--- src/rtl/bus_arbiter4_16.sv ---
// Four-way round-robin bus arbiter with bounded hold time.
// A registered one-hot grant drives the select of a 4-way data mux.
// An owner keeps the bus while its request stays high. It is preempted after
// MAX_HOLD consecutive cycles whenever another requester is waiting.
module bus_arbiter4_16 #(
    parameter int unsigned WIDTH    = 16,
    parameter int unsigned MAX_HOLD = 8
) (
    input  logic             clk,
    input  logic             rst_n,
    input  logic [3:0]       req,
    input  logic [WIDTH-1:0] d0,
    input  logic [WIDTH-1:0] d1,
    input  logic [WIDTH-1:0] d2,
    input  logic [WIDTH-1:0] d3,
    output logic [3:0]       gnt,
    output logic [1:0]       sel,
    output logic [WIDTH-1:0] bus_out,
    output logic             bus_valid
);

    typedef enum logic {
        IDLE,
        GRANT
    } state_e;

    localparam logic [7:0] HOLD_LIMIT = 8'(MAX_HOLD - 1);

    state_e     state_q, state_d;
    logic [3:0] gnt_q, gnt_d;
    logic [1:0] sel_q, sel_d;
    logic [1:0] last_q, last_d;
    logic [7:0] hold_q, hold_d;

    logic [1:0] cand;
    logic [1:0] win_idx;
    logic       win_found;
    logic       others_req;

    // State register: synchronous active-low reset restarts the search at requester 0
    always_ff @(posedge clk) begin
        if (!rst_n) begin
            state_q <= IDLE;
            gnt_q   <= '0;
            sel_q   <= '0;
            last_q  <= '1;
            hold_q  <= '0;
        end else begin
            state_q <= state_d;
            gnt_q   <= gnt_d;
            sel_q   <= sel_d;
            last_q  <= last_d;
            hold_q  <= hold_d;
        end
    end

    // Round-robin search: first active request after last_q, wrapping back to last_q
    always_comb begin
        cand      = last_q;
        win_idx   = last_q;
        win_found = 1'b0;
        for (int unsigned i = 1; i <= 4; i++) begin
            cand = last_q + 2'(i);
            if (!win_found && req[cand]) begin
                win_idx   = cand;
                win_found = 1'b1;
            end
        end
    end

    // Any requester other than the current owner is waiting
    always_comb begin
        others_req = |(req & ~(4'b0001 << sel_q));
    end

    // Next-state logic: grant, release/handoff, preemption and hold counting
    always_comb begin
        state_d = state_q;
        gnt_d   = gnt_q;
        sel_d   = sel_q;
        last_d  = last_q;
        hold_d  = hold_q;
        unique case (state_q)
            IDLE: begin
                if (win_found) begin
                    state_d = GRANT;
                    sel_d   = win_idx;
                    gnt_d   = 4'b0001 << win_idx;
                    last_d  = win_idx;
                    hold_d  = '0;
                end
            end
            GRANT: begin
                // last_q equals sel_q while granted, so the search already starts after the owner
                if (!req[sel_q]) begin
                    hold_d = '0;
                    if (others_req) begin
                        sel_d  = win_idx;
                        gnt_d  = 4'b0001 << win_idx;
                        last_d = win_idx;
                    end else begin
                        state_d = IDLE;
                        gnt_d   = '0;
                    end
                end else if ((hold_q == HOLD_LIMIT) && others_req) begin
                    sel_d  = win_idx;
                    gnt_d  = 4'b0001 << win_idx;
                    last_d = win_idx;
                    hold_d = '0;
                end else if (hold_q != HOLD_LIMIT) begin
                    hold_d = hold_q + 8'd1;
                end
            end
            default: begin
                state_d = IDLE;
                gnt_d   = '0;
            end
        endcase
    end

    // Output logic: data mux follows the registered owner and live inputs
    always_comb begin
        bus_out   = '0;
        bus_valid = 1'b0;
        if (state_q == GRANT) begin
            bus_valid = req[sel_q];
            unique case (sel_q)
                2'd0: bus_out = d0;
                2'd1: bus_out = d1;
                2'd2: bus_out = d2;
                2'd3: bus_out = d3;
                default: bus_out = '0;
            endcase
        end
    end

    assign gnt = gnt_q;
    assign sel = sel_q;

endmodule

--- config.mk ---
export PLATFORM = sky130hd
export DESIGN_NAME = bus_arbiter4_16
export DESIGN_NICKNAME = d
export VERILOG_FILES = /design/src/rtl/bus_arbiter4_16.sv
export SDC_FILE = /design/constraint.sdc
export NUM_CORES = 1
export LEC_CHECK = 0
export ABC_AREA = 0
export CAP_MARGIN = 40
export CORE_MARGIN = 1.5
export CORE_UTILIZATION = 42
export CTS_BUF_LIST = sky130_fd_sc_hd__clkbuf_4
export DETAILED_ROUTE_END_ITERATION = 16
export GPL_TIMING_DRIVEN = 0
export PLACE_DENSITY_LB_ADDON = 0.3
export SLEW_MARGIN = 0
export SYNTH_ARGS = -nofsm -noshare
export SYNTH_HDL_FRONTEND = slang
export SYNTH_SLANG_ARGS = --single-unit
--- constraint.sdc ---
create_clock -name clk -period 4.5 [get_ports clk]
set_input_delay 0.9 -clock clk [delete_from_list [all_inputs] [get_ports clk]]
set_output_delay 0.9 -clock clk [all_outputs]
set_load 0.05 [all_outputs]
==> After elaboration in Yosys (flattened, before gate mapping) <==
Cells that the tools add are included.
{ "totals": {"reg_bits": 17, "in_bits": 70, "output_inout_bits": 23, "elab_cells": 80} }
{ "classes": {"add_sub_neg": 4, "order_cmp": 5, "eq_ne": 9, "shift": 2, "mux": 40, "n_bitwise": 3, "reduce_logical": 12} }
{ "ops": {"columns": ["cell", "count"], "rows": [
  ["one-hot mux 16 bit (4 select lines)", 1],
  ["two-way mux 8 bit", 4],
  ["two-way mux 16 bit", 1],
  ["two-way mux 2 bit", 8],
  ["two-way mux 4 bit", 4],
  ["one-hot mux 8 bit (2 select lines)", 1],
  ["less-than comparator 2 x 3 -> 1 bit, second input constant", 5],
  ["two-way mux 1 bit", 13],
  ["binary-select mux 1 bit (select 2 bit)", 5],
  ["adder 8 x 1 -> 8 bit, second input constant", 1],
  ["== test 8 x 3 -> 1 bit, second input constant", 1],
  ["inequality test 8 x 3 -> 1 bit, second input constant", 1],
  ["one-hot mux 4 bit (2 select lines)", 1],
  ["left shift 1 x 2 -> 4 bit, first input constant", 2],
  ["adder 2 bit, second input constant", 2],
  ["AND 4 bit", 1],
  ["== test 2 bit, second input constant", 2],
  ["logical AND 1 bit", 4],
  ["inequality test 4 x 2 -> 1 bit, second input constant", 1],
  ["NOT 4 bit", 1],
  ["one-hot mux 2 bit (2 select lines)", 1],
  ["AND reduction 2 bit", 2],
  ["OR reduction 4 bit", 1],
  ["logical NOT 1 bit", 3],
  ["other kinds (9)", 9]
]} }

==> Logic depth before layout (Yosys ltp) <==
Gate-level depths: netlist of run 1.
{ "logic_depth": {"depth_word": 17, "depth_mapped": 7, "mapped_depth_nobuf": 6} }

==> Worst setup path before layout of run 1 <==
OpenSTA, ideal clock, no wires.
{ "synth_timing": {"kind": "reg2out", "startpoint": "reg sel_q[0] (netlist: sel[0])", "endpoint": "out bus_out[10]", "arrival_time_ns": 2.128, "required_ns": 3.600, "path_slack_ns": 1.472, "path_stages_with_launch": 5, "n_path_buf": 2, "cell_sequence": "dfxtp_1 -> buf_4 -> buf_2 -> mux4_2 -> and2_1"} }
{ "synth_between": {"elab_chain_len": 3, "elab_cells_between_ends": 6, "cone_classes": "3 x eq/ne; 2 x mux; 1 x reduce/logical"} }
{ "synth_rtl": {"columns": ["item", "line_no", "source"], "rows": [
  ["start: declaration", "31", "logic [1:0] sel_q, sel_d;"],
  ["start signal: assignment", "51", "sel_q <= sel_d;"],
  ["== test 2 bit (tied with other cells)", "127", "unique case (sel_q)"],
  ["one-hot mux 16 bit (4 select lines) *", "127", null],
  ["two-way mux 16 bit *", "125", "if (state_q == GRANT) begin"],
  ["end: declaration", "18", "output logic [WIDTH-1:0] bus_out,"]
]} }
Mark *: on every way between the ends. The rest lies on a longest branch, timed or not.

==> Final worst setup path of run 1 <==
{ "layout_timing": {"startpoint": "in req[2]", "endpoint": "out bus_valid"} }
{ "layout_between": {"elab_chain_len": 3} }
{ "layout_rtl": {"columns": ["item", "line_no", "source"], "rows": [
  ["start: declaration", "11", "input logic [3:0] req,"],
  ["binary-select mux 1 bit (select 2 bit)", "126", "bus_valid = req[sel_q];"],
  ["two-way mux 1 bit (not written as such)", "126", null],
  ["two-way mux 1 bit", "125", null],
  ["end: declaration", "19", "output logic bus_valid"]
]} }
Every way passes these cells. The select of a mux whose other input is x is not followed.

==> flow_summary.ini, run 1 <==
[status]
status = complete, no violations

[setup_path]
critical_path_class = input port to output port
r2r-end = hold_q[5]
rrSetupSlack_ns = 2.25
crit_slowest_cell = clkdlybuf4s50_1
crit_required_ns = 3.60
crit_end = bus_valid
rr_worst_depth = 6
crit_top_cell = clkdlybuf4s50_1
crit_arrival_ns = 2.97
endpoint_kind = output port
cp-start-kind = input port
crit_fanout = 8
reg2reg_from = sel[1]
cpPeakStageDelay_ns = 0.71
crit_path_start = req[2]
path_cells = clkdlybuf4s50_1 > mux4_2 > nand2_1 > inv_1 > clkdlybuf4s50_1

[sta]
finalSetupTns_ns = 0
rsz0062_at_grt = false
maxSlewViolCount = 0
skew_ns = 0.00152
setup_viol = 0
worstMarginPinSlew_ns = 0.655
hold_viol_final = 0
finalCriticalPeriod_ns = 3.87
fmax_mhz = 258
fin_crit_sh = 0.860
slew_headroom = 0.558

[global_routing]
grt_pass1_wl_um = 8250
grt_util_all_layers = 0.259
grt_max_degree = 11
antenna_found_initial = 0
grt_pass1_vias = 1644
grt-ovfl-total = 0

[clocking]
cts-buffers-inserted = 3
cts-resized-gates = 0
clk_path_buf_depth = 2
postCtsSetupBuffers = 0
clk_pin_slew_worst_paths_ns = 0.11
cts_max_level = 1
clkLatencyLatePin_ns = 0.30
numClockSinks = 17
cts_tree = done
postCtsHoldBufs = 0
cts_root_buf = clkbuf_4

[finish]
regArea_sq_um = 340
multi_input_area_sq_um = 1110
drive_gt1_frac = 0.139
fillers = 257
final_cell_area_sq_um = 2520
area.growth.synth_to_final_pct = 64.2
fin_nets = 324
n_antenna_cell = 0

[floorplanning]
io_pins = 93
die_area_sq_um = 4030
coreArea_sq_um = 3420
die_w_um = 63.5
die_height_um = 63.5
start_util = 0.449
rows = 21

[drt]
dr.pass1.iters = 4
wl_met1_um = 2030
routed_wl_um = 5150
wl_met2_um = 2690
vias_per_cell = 5.64
top_layer = met4
initialDrtViolationCount = 62
drt-wirelength-per-cell_um = 17.3
drc = 0
route.met3.wl_um = 337
antenna_left = 0
vias = 1682

[synthesis]
synthesis.nets = 229
synth_cell_type_count = 36
syn_area_sq_um = 1540
synthCells = 158
ys_async_sr_fraction = 0
synth-main-ff-cell = dfxtp_1
syn_area_per_cell_sq_um = 9.72
yosys_warnings = 0
ys_seq_area_frac = 0.222
synth-edff-count = 0
ys_ff_latch = 17

[place]
portBuffers = 90
dp_hpwl_um = 4180
dpl-instance-area_sq_um = 2490
place_congestion = 0.816

[worst_hold_path]
hold_class = flip-flop to flip-flop

[flow_run]
maxCapViolCount = 0

[pwr]
pwr_density_cell_nw_per_um2 = 284
leakage_nw = 0.852
ir_drop_uv = 206
p_total_w = 0.000716
final cells by class:
type,instances,share of cell area
multi-input combinational,122,0.439
timing repair buffer,90,0.357
sequential,17,0.135
buffer,11,0.0233
tap,46,0.0228
inverter,8,0.0119
clock buffer,3,0.00893
clock inverter,1,0.00199
flip-flops by register name, indices dropped and copies added, names as in the netlist:
register / flops
hold_q: 8
gnt: 4
last_q: 2
sel: 2
state_q: 1
cell usage after synthesis, types with 2 or more instances:
cell | count | share of area
nor2_1 | 8 | 0.020
nand4b_1 | 2 | 0.011
nor3_1 | 4 | 0.013
a211oi_4 | 2 | 0.026
buf_2 | 5 | 0.016
nand3_1 | 3 | 0.0098
a21oi_1 | 12 | 0.039
mux4_2 | 18 | 0.26
and2_1 | 17 | 0.069
o31ai_1 | 6 | 0.029
or4_1 | 5 | 0.024
dfxtp_1 | 17 | 0.22
o211ai_1 | 5 | 0.024
o31a_1 | 2 | 0.011
a32o_1 | 4 | 0.026
inv_1 | 8 | 0.020
nor2b_1 | 5 | 0.020
nand2_1 | 4 | 0.0098
o21a_1 | 3 | 0.015
or3_1 | 2 | 0.0081
clkbuf_1 | 4 | 0.0098
o21ai_0 | 8 | 0.026
layer usage:
metal	vias up	global-route usage
li1	807	-
met1	801	0.305
met2	66	0.471
met3	8	0.0518
met4	0	0.0761
met5	-	0
where the power goes:
| part | switching, W | internal [W] | leakage [nW] |
|---|---|---|---|
| registers | 0.0000124 | 0.000165 | 0.139 |
| clock network | 0.0000534 | 0.0000332 | 0.0177 |
| logic | 0.000240 | 0.000212 | 0.695 |
worst min-delay path by stage:
stage	endpoint	startpoint	slack, ns	cells past startpoint
floorplan	hold_q[5]	hold_q[5]	0.46	2
global placement	gnt[2]	gnt[2]	0.46	1
detailed placement	gnt[0]	gnt[0]	0.46	1
CTS	gnt[0]	gnt[0]	0.49	1
global route	gnt[0]	gnt[0]	0.50	1
finish	gnt[0]	gnt[0]	0.49	1
metrics by stage:
stage	utilization	setup WS (ns)	hold WS [ns]	std cells
floorplan	-	1.47	0.464	158
global placement	0.730	0.663	0.458	294
detailed placement	0.730	0.643	0.460	294
CTS	0.738	0.644	0.489	298
global route	0.738	0.513	0.500	298
finish	0.738	0.630	0.486	298
critical path: cells and delay by family:
family                 cells  cell delay [ns]
buffers and inverters      3             1.36
muxes                      1             0.55
and+or+nand+nor            1             0.15
cells by family (layout without fill, tap and decap cells):
| logic type | Yosys count | after routing | synth area share |
|---|---|---|---|
| AND/OR/NAND/NOR | 56 | 56 | 0.219 |
| AO/OA/AOI/OAI | 45 | 45 | 0.213 |
| multiplexers | 20 | 20 | 0.280 |
| buffers and inverters | 19 | 113 | 0.0579 |
| flip-flops | 17 | 17 | 0.222 |
| adder cells (fa/ha/maj) | 1 | 1 | 0.00815 |
layout by cell type, fill, tap and decap left out, drive strengths merged, types with 2 or more instances in the layout:
cell,netlist,final
a211oi,2,2
nor2b,5,5
buf,7,7
nand3,3,3
nand2,4,4
or3,2,2
nor3,5,5
o31ai,6,6
dfxtp,17,17
clkdlybuf4s50,0,90
a21oi,12,12
and2,17,17
or4,5,5
o211ai,5,5
o21ai,9,9
mux4,18,18
nand4b,2,2
nor2,8,8
a32o,4,4
o31a,2,2
inv,8,8
o21a,3,3
clkbuf,4,7
Power figures use the tool's default switching activity.
==> run 2, diff against run 1 <==
- CTS_CLUSTER_SIZE: not set -> 10
==> results of run 2 <==
Final layout, timing and power as in run 1 (identical DEF).
==> run 3, diff against run 2 <==
- ABC_CLOCK_PERIOD_IN_PS: not set -> 4500
- CAP_MARGIN: 40 -> not set
==> results of run 3 <==
Final layout, timing and power as in run 1 (identical DEF).
